$ cat src/rtl/multi_seq_pkg.sv
// Shared constants and state encoding for the multi-cycle sequencer and the decoder.
package multi_seq_pkg;

   localparam int unsigned MS_STEP_W      = 5;
   localparam int unsigned MS_REG_W       = 5;
   localparam int unsigned MS_STRIDE_LOG2 = 2;
   localparam int unsigned MS_OFS_W       = 7;
   localparam int unsigned MS_PERF_W      = 16;

   // Extra-step count the decoder emits for PUSHA (8 registers, 7 extra cycles).
   localparam logic [MS_STEP_W-1:0] OP_PUSHA_MULTI = MS_STEP_W'(7);

   typedef enum logic {
      MS_IDLE = 1'b0,
      MS_RUN  = 1'b1
   } ms_state_e;

endpackage

$ cat src/rtl/multi_seq.sv
// Multi-cycle sequencer: holds PC/IR for multi-step instructions, generates per-step
// register index and address offset, gates irq to instruction boundaries.
// Optional stall counter: define MULTI_SEQ_PERF_EN.
module multi_seq
   import multi_seq_pkg::*;
#(
   parameter int unsigned STEP_W      = MS_STEP_W,
   parameter int unsigned REG_W       = MS_REG_W,
   parameter int unsigned STRIDE_LOG2 = MS_STRIDE_LOG2,
   parameter int unsigned OFS_W       = MS_OFS_W
) (
   input  logic              clk,
   input  logic              reset_n,
   input  logic              en,
   input  logic [STEP_W-1:0] multi,
   input  logic [REG_W-1:0]  rc,
   input  logic              irq_in,
   output logic              irq_out,
   output logic              stall,
   output logic [STEP_W-1:0] step,
   output logic              first,
   output logic              last,
   output logic              ra2_ovr,
   output logic [REG_W-1:0]  ra2_addr,
`ifdef MULTI_SEQ_PERF_EN
   output logic [MS_PERF_W-1:0] stall_cycles,
`endif
   output logic [OFS_W-1:0]  addr_ofs
);

   ms_state_e         state_q, state_d;
   logic [STEP_W-1:0] step_q, step_d;
   logic [STEP_W-1:0] count_q, count_d;

   // State register; en=0 freezes everything via the next-state logic.
   always_ff @(posedge clk or negedge reset_n) begin
      if (!reset_n) begin
         state_q <= MS_IDLE;
         step_q  <= '0;
         count_q <= '0;
      end else begin
         state_q <= state_d;
         step_q  <= step_d;
         count_q <= count_d;
      end
   end

   // Next-state and per-step control outputs.
   always_comb begin
      state_d = state_q;
      step_d  = step_q;
      count_d = count_q;
      stall   = 1'b0;
      first   = 1'b0;
      last    = 1'b0;
      ra2_ovr = 1'b0;
      unique case (state_q)
         MS_IDLE: begin
            first = 1'b1;
            if (multi == '0) begin
               last = 1'b1;
            end else begin
               stall   = 1'b1;
               ra2_ovr = 1'b1;
               if (en) begin
                  state_d = MS_RUN;
                  step_d  = STEP_W'(1);
                  count_d = multi;
               end
            end
         end
         MS_RUN: begin
            ra2_ovr = 1'b1;
            if (step_q < count_q) begin
               stall = 1'b1;
               if (en) step_d = step_q + STEP_W'(1);
            end else begin
               last = 1'b1;
               if (en) begin
                  state_d = MS_IDLE;
                  step_d  = '0;
               end
            end
         end
         default: state_d = MS_IDLE;
      endcase
   end

   assign step     = (state_q == MS_RUN) ? step_q : '0;
   assign ra2_addr = rc + REG_W'(step);
   assign addr_ofs = OFS_W'(step) << STRIDE_LOG2;
   assign irq_out  = irq_in & (state_q == MS_IDLE);

`ifdef MULTI_SEQ_PERF_EN
   // Saturating count of enabled stall cycles.
   always_ff @(posedge clk or negedge reset_n) begin
      if (!reset_n) begin
         stall_cycles <= '0;
      end else if (stall && en && (stall_cycles != {MS_PERF_W{1'b1}})) begin
         stall_cycles <= stall_cycles + MS_PERF_W'(1);
      end
   end
`endif

endmodule

$ cat config.mk
export PLATFORM = sky130hd
export DESIGN_NAME = multi_seq
export DESIGN_NICKNAME = d
export VERILOG_FILES = /design/src/rtl/multi_seq_pkg.sv /design/src/rtl/multi_seq.sv
export SDC_FILE = /design/constraint.sdc
export NUM_CORES = 1
export LEC_CHECK = 0
export ABC_AREA = 1
export CORE_UTILIZATION = 47
export DETAILED_ROUTE_END_ITERATION = 10
export PLACE_DENSITY = 0.87
export SETUP_SLACK_MARGIN = 0.5
export SLEW_MARGIN = 20
export SYNTH_ARGS = -nofsm -noshare
export SYNTH_HDL_FRONTEND = slang
export SYNTH_SLANG_ARGS = --single-unit
export TNS_END_PERCENT = 50
$ cat constraint.sdc
create_clock -name clk -period 3.16 [get_ports clk]
set_input_delay 0.632 -clock clk [delete_from_list [all_inputs] [get_ports clk]]
set_output_delay 0.632 -clock clk [all_outputs]
set_load 0.02 [all_outputs]
==> results of run 1 <==
## per-stage QoR
stage               instance area (µm²)  TNS (ns)  total power, mW  instances
CTS                                1280         0             1.26        179
finish                             1290         0             1.25        179
floorplan                           951         0            0.861        124
global route                       1290         0             1.38        179
detailed placement                 1250    -0.107             1.18        175
global placement                   1250   -0.0138             1.15        175
## sequential cells by signal (all words and copies together), names as in the netlist
signal	flops
step_q	5
state_q	1
count_q	5
## power breakdown
part | total (mW) | switching, mW | internal (mW)
clock network | 0.0992 | 0.0503 | 0.0489
registers | 0.258 | 0.0550 | 0.203
logic | 0.896 | 0.496 | 0.400
## worst register-to-register path, stage by stage, from the launching register on
cell                      delay (ns)
sky130_fd_sc_hd__dfrtp_1        0.46
sky130_fd_sc_hd__ha_1           0.33
sky130_fd_sc_hd__a21oi_1        0.24
sky130_fd_sc_hd__nand3_2        0.19
sky130_fd_sc_hd__nor2_1         0.12
sky130_fd_sc_hd__nand3_1        0.07
sky130_fd_sc_hd__nand2_1        0.09
## cells in the final DEF (no fill, tap or decap)
cell                              instances
sky130_fd_sc_hd__nand2_4                  2
sky130_fd_sc_hd__inv_2                    1
sky130_fd_sc_hd__nand4_1                  2
sky130_fd_sc_hd__dlymetal6s2s_1           2
sky130_fd_sc_hd__fa_2                     1
sky130_fd_sc_hd__clkdlybuf4s15_2          2
sky130_fd_sc_hd__o21ai_1                  1
sky130_fd_sc_hd__buf_4                    2
sky130_fd_sc_hd__a21oi_2                  1
sky130_fd_sc_hd__o211ai_1                 1
sky130_fd_sc_hd__clkdlybuf4s50_1         25
sky130_fd_sc_hd__nand3_1                  5
sky130_fd_sc_hd__nand2_1                 29
sky130_fd_sc_hd__conb_1                   2
sky130_fd_sc_hd__clkbuf_1                 1
sky130_fd_sc_hd__nand3_2                  3
sky130_fd_sc_hd__dfrtp_1                 11
sky130_fd_sc_hd__ha_2                     1
sky130_fd_sc_hd__ha_1                     8
sky130_fd_sc_hd__nor2_1                  11
sky130_fd_sc_hd__buf_6                    1
sky130_fd_sc_hd__inv_1                   20
sky130_fd_sc_hd__o21ai_0                  2
sky130_fd_sc_hd__xor2_1                   5
sky130_fd_sc_hd__a21oi_1                  6
sky130_fd_sc_hd__clkbuf_4                 3
sky130_fd_sc_hd__nor2_4                   1
sky130_fd_sc_hd__xnor2_1                  1
sky130_fd_sc_hd__xnor2_2                  1
sky130_fd_sc_hd__dlygate4sd2_1            3
## layer usage
metal,vias up,wire length [µm],GRT usage
met1,393,705,0.220
met2,35,1090,0.414
met3,2,137,0.0308
met4,0,10,0.0686
li1,437,-,-
met5,-,0,0
## area by class of cell
cell class / instances / area [µm²] / share of cell area
timing repair buffer: 35 / 350 / 0.272
inverter: 21 / 78.8 / 0.0612
sequential: 11 / 275 / 0.214
multi-input combinational: 83 / 527 / 0.409
clock buffer: 4 / 26.3 / 0.0204
tap: 25 / 31.3 / 0.0243
## cell families (layout without fill, tap and decap cells)
group           count (synthesis)  after routing  share of synthesized area
flops                          11             11                      0.291
simple gates                   53             53                      0.266
compound gates                 11             11                     0.0647
other cells                     1              2                    0.00396
buf+inv                        30             60                      0.162
fa+ha+maj                      10             10                      0.140
xor+xnor                        7              7                     0.0727
## worst min path at each step
stage,end,slack (ns),cells after the start
finish,count_q[4],0.50,2
floorplan,count_q[0],0.34,0
global placement,count_q[0],0.47,2
CTS,count_q[4],0.50,2
global route,count_q[4],0.53,2
detailed placement,count_q[4],0.48,2
## what timing repair did
item                                   CTS  global route
setup endpoints to repair                7             5
resized for setup                       17             2
pin swaps                                1             0
endpoints found under the hold margin    0             0
==> impl_metrics.toml, run 1 <==
[status]
outcome = "complete, no violations"

[setup_path]
r2r_start = "step_q[4]"
slowest_stage = "sky130_fd_sc_hd__fa_2"
critical_path_class = "in -> out"
cp_max_fo = 2
setup.worst_path.end = "ra2_addr[4]"
critical-path-top-delay-family = "adder cells"
cp_slowest_stage_delay_ns = 0.40
setup.worst_path.start = "rc[0]"
crit_path_cell_trace = "dlygate4sd2_1 -> ha_2 -> fa_2 -> nand3_1 -> nand2_1 -> xor2_1 -> clkdlybuf4s15_2"
worst_ep_arrival_time_ns = 2.05
reg2reg_to = "step_q[2]"
data_required_time_of_the_worst_path_ns = 2.53
cp_num_cells = 7
reg2regPathDepth = 6
setup.reg_to_reg.worst_slack_ns = 1.60
setup.worst_path.start_class = "input pin"
crit_path_end_kind = "output port"
critical_path.n_buffers_inverters = 2

[layout]
drive_above_1_share = 0.123
num-fill-cells = 162
design.final.nets = 179
insertedDiodeCount = 0
syn_to_final_growth_pct = 36.1
final_core_utilization = 0.715

[floorplan]
floorplan.rows = 15
die_h_um = 46.9
die_area_um2 = 2200
die_width_um = 46.9
core_area_um2 = 1800
initial_core_util = 0.526
number_of_primary_i_o_pins = 36

[detailed_routing]
final_antenna_net_count = 0
drtIter0Drc = 17
route.detailed.drc = 0
routed-via-count = 867
via_per_inst = 4.84
detail_route.wirelength_um = 1940
dr.pass1.iters = 4
route.detailed.wl_per_inst_um = 10.9

[logic_synthesis]
share_of_the_yosys_chip_area_belonging_to_registers = 0.291
post_synth_num_cell_types = 23
post-synth-top-area-fraction = 0.291
postSynthRegisterBits = 11
async_flop_share = 1.00
synthesis.area_per_instance_um2 = 7.70
synthesis.area_um2 = 947
dominantRegCellSynth = "sky130_fd_sc_hd__dfrtp_1"
yosysTopAreaCell = "sky130_fd_sc_hd__dfrtp_1"
synth_enable_flop_cells = 0
synthMostInstantiatedCell = "sky130_fd_sc_hd__nand2_1"
netlist_instances = 123
netlist_top_cells_count = "sky130_fd_sc_hd__nand2_1 (29), sky130_fd_sc_hd__inv_1 (20), sky130_fd_sc_hd__dfrtp_1 (11), sky130_fd_sc_hd__nor2_1 (11), sky130_fd_sc_hd__ha_1 (9)"
yosysWarningCount = 0
yosys-top-cells-area = "sky130_fd_sc_hd__dfrtp_1 (29%), sky130_fd_sc_hd__ha_1 (12%), sky130_fd_sc_hd__nand2_1 (11%)"

[sta]
finalCriticalPeriod_ns = 2.68
worst_hold_slack_after_final_layout_ns = 0.497
worst_case_headroom_to_the_max_slew_limit = 0.667
finalSetupViolations = 0
tightestPinTransition_ns = 0.497
worst_slack_ns = 0.476
max_freq_mhz = 373
unrepaired_setup_endpoints_after_global_routing = "yes"
worst_clock_skew_ns = 0.00759
post-route-period-util = 0.849
hold_viol = 0
final_max_slew_viol_count = 0

[clocking]
clk_lat_worst_skew_ns = 0.27
cts_root_buffer = "sky130_fd_sc_hd__clkbuf_4"
cts_hold_repair.buffers = 0
clock_tree_from_tritoncts = "built"
cts-buffers-inserted = 3
cts_num_sinks = 11
clk_pin_slew_worst_paths_ns = 0.08
cts_max_path_bufs = 2
cts.htree.levels = 1
cts.repair_timing.setup_buffer_count = 0

[grt]
grt_usage = 0.208
grt_pass1_wl_um = 3210
number_of_antenna_violations_at_the_first_check_in_global_routing = 0
grt.overflow.total = 0
number_of_global_route_vias_before_repair = 815
grt_start_max_net_pins = 12

[min_path]
hold_path_startpoint = "count_q[4]"
hp-class = "reg -> reg"

[placement]
place.detailed.hpwl_um = 1620
place.port_buffers = 33
preCtsSetupSlack_ns = -0.0759
place.gp.congestion = 0.840

[power]
p_per_area_nw_per_um2 = 972
total_leakage_power_nw = 0.704
vdd_drop_max_uv = 581

[run]
drv.max_cap_violation_count = 0
(Power assumes the default switching activity.)
==> inputs of run 2 (changes only) <==
--- a/config.mk
+++ b/config.mk
@@ -6,9 +6,9 @@
 export NUM_CORES = 1
 export LEC_CHECK = 0
 export ABC_AREA = 1
-export CORE_UTILIZATION = 47
+export CORE_UTILIZATION = 39
 export DETAILED_ROUTE_END_ITERATION = 10
-export PLACE_DENSITY = 0.87
+export PLACE_DENSITY = 0.77
 export SETUP_SLACK_MARGIN = 0.5
 export SLEW_MARGIN = 20
 export SYNTH_ARGS = -nofsm -noshare
==> constraint.sdc (replaced) <==
create_clock -name clk -period 2.34 [get_ports clk]
set_input_delay 0.468 -clock clk [delete_from_list [all_inputs] [get_ports clk]]
set_output_delay 0.468 -clock clk [all_outputs]
set_load 0.02 [all_outputs]
==> run 2 against run 1 <==
  * The flow now finishes with violations (negative setup slack)
  * Power rose by 98%
  * Largest power group unchanged
  * Sequential power rose by 34%
  * Final area rose by 40%
  * Critical endpoint unchanged
==> impl_metrics.toml, run 2 (synthesis results as in run 1) <==
[layout]
count_of_non_filler_cells_in_the_finished_layout = 225
commonest_cells_after_routing_fill_and_taps_aside = "sky130_fd_sc_hd__buf_4 (36), sky130_fd_sc_hd__nand2_1 (21), sky130_fd_sc_hd__buf_6 (17)"
insertedDiodeCount = 0
num-fill-cells = 151
layout.cells.most_common = "sky130_fd_sc_hd__buf_4"
drive_above_1_share = 0.543
design.final.nets = 222
final_core_utilization = 0.799
largestRegisters = "count_q x5, step_q x5, state_q x1"
syn_to_final_growth_pct = 90.1

[floorplan]
die_h_um = 51.3
core_area_um2 = 2250
number_of_primary_i_o_pins = 36
die_width_um = 51.3
die_area_um2 = 2630
floorplan.rows = 17
initial_core_util = 0.420

[setup_path]
crit_path_end_kind = "output port"
crit_path_cell_trace = "buf_6 -> nand2_4 -> inv_6 -> ha_4 -> fa_2 -> nand3_2 -> nand2_2 -> xor2_4 -> buf_6"
cpMostUsedCell = "sky130_fd_sc_hd__buf_6"
setup.worst_path.start_class = "flop"
cp_max_fo = 3
data_required_time_of_the_worst_path_ns = 1.87
critical_path_class = "reg -> out"
worst_ep_arrival_time_ns = 1.92
cp_slowest_stage_delay_ns = 0.40
slowest_stage = "sky130_fd_sc_hd__dfrtp_1"

[sta]
worst_case_headroom_to_the_max_slew_limit = 0.638
unrepaired_setup_endpoints_after_global_routing = "yes"
finalSetupViolations = 2
final.setup.tns_ns = -0.0482
worst_hold_slack_after_final_layout_ns = 0.521
final_max_slew_viol_count = 0
tightestPinTransition_ns = 0.542
hold_viol = 0
worst_clock_skew_ns = 0.0118
post-route-period-util = 1.02
finalCriticalPeriod_ns = 2.38
max_freq_mhz = 420
worst_slack_ns = -0.0432

[clocking]
cts_root_buffer = "sky130_fd_sc_hd__clkbuf_4"
cts_hold_repair.buffers = 0
cts.htree.levels = 1
cts_max_path_bufs = 2
cts_num_sinks = 11
cts-buffers-inserted = 3
clk_lat_worst_skew_ns = 0.29
clk_pin_slew_worst_paths_ns = 0.09
clock_tree_from_tritoncts = "built"

[grt]
grt_usage = 0.241
number_of_antenna_violations_at_the_first_check_in_global_routing = 0
grt_pass1_wl_um = 4570
grt.overflow.total = 0
number_of_global_route_vias_before_repair = 1049
grt_start_max_net_pins = 12

[detailed_routing]
via_per_inst = 4.77
dr.pass1.iters = 4
routed-via-count = 1074
route.detailed.wl_per_inst_um = 13.8
final_antenna_net_count = 0
drtIter0Drc = 26
detail_route.wirelength_um = 3110
route.detailed.drc = 0

[power]
power_mw = 2.49
vdd_drop_max_uv = 1040
p_per_area_nw_per_um2 = 1380
total_leakage_power_nw = 0.950

[status]
violations = "negative setup slack"
outcome = "finished, violations left"

[placement]
place.gp.congestion = 0.772
place.port_buffers = 33
place.detailed.hpwl_um = 1840
total_instance_count_after_detailed_placement = 193

[run]
drv.max_cap_violation_count = 0

[min_path]
hp-class = "in -> async"
run 2: cell types whose count changed in the layout (fill, tap and decap cells not counted), sizes merged:
cell,before,now
clkbuf,4,12
buf,3,55
clkdlybuf4s50,25,7
dlygate4sd2,3,6
dlymetal6s2s,2,0
run 2: metal layers:
| layer | global-route usage | up-vias | part of all wire |
|---|---|---|---|
| met3 | 0.0298 | 11 | 0.042 |
| met1 | 0.230 | 502 | 0.36 |
| met4 | 0.0586 | 0 | 0.035 |
| met2 | 0.520 | 45 | 0.56 |
| met5 | 0 | - | 0 |
| li1 | - | 516 | - |
run 2: area by class of cell:
type	count	area [µm²]	share of cell area
Multi-Input combinational cell	83	716	0.397
Timing Repair Buffer	78	664	0.369
Sequential cell	11	275	0.153
Inverter	21	83.8	0.0466
Tap cell	28	35.0	0.0195
Clock buffer	4	26.3	0.0146
run 2: per-stage QoR:
| stage | worst slack [ns] | cell area, µm² |
|---|---|---|
| after floorplan | 0.275 | 1040 |
| final | -0.0432 | 1800 |
| after CTS | -0.0146 | 1670 |
| after detailed placement | -0.548 | 1450 |
| after global routing | -0.0903 | 1800 |
| after global placement | -0.519 | 1450 |
run 2: repair_timing:
item / in CTS / in global routing
setup endpoints to repair: 20 / 21
setup buffers: 22 / 6
pin swaps: 18 / 17
resized for setup: 76 / 51
run 2: path summary, 6_finish.rpt:
check                           cells past startpoint           to  slack (ns)       start
worst max-delay path                                9  ra2_addr[4]       -0.04     state_q
worst min-delay path                                1   count_q[4]        0.52     reset_n
worst max register to register                     16    step_q[0]        0.17   step_q[4]
worst min register to register                      2   count_q[0]        0.53  count_q[0]
max in group asynchronous                           1    step_q[0]        1.45     reset_n
min in group clk                                    2   count_q[0]        0.53  count_q[0]
run 2: critical path, delay by kind of cell (launching register included):
family / cells / cell delay, ns
xor gates and xnor gates: 1 / 0.16
and+or+nand+nor: 3 / 0.23
buffers and inverters: 3 / 0.30
DFF: 1 / 0.40
adders and majority gates: 2 / 0.53
run 2: power breakdown:
part / internal [mW] / total [mW] / switching (mW)
logic: 0.991 / 1.99 / 1.00
registers: 0.275 / 0.345 / 0.0703
clock network: 0.0663 / 0.148 / 0.0820
total: 1.33 / 2.49 / 1.16
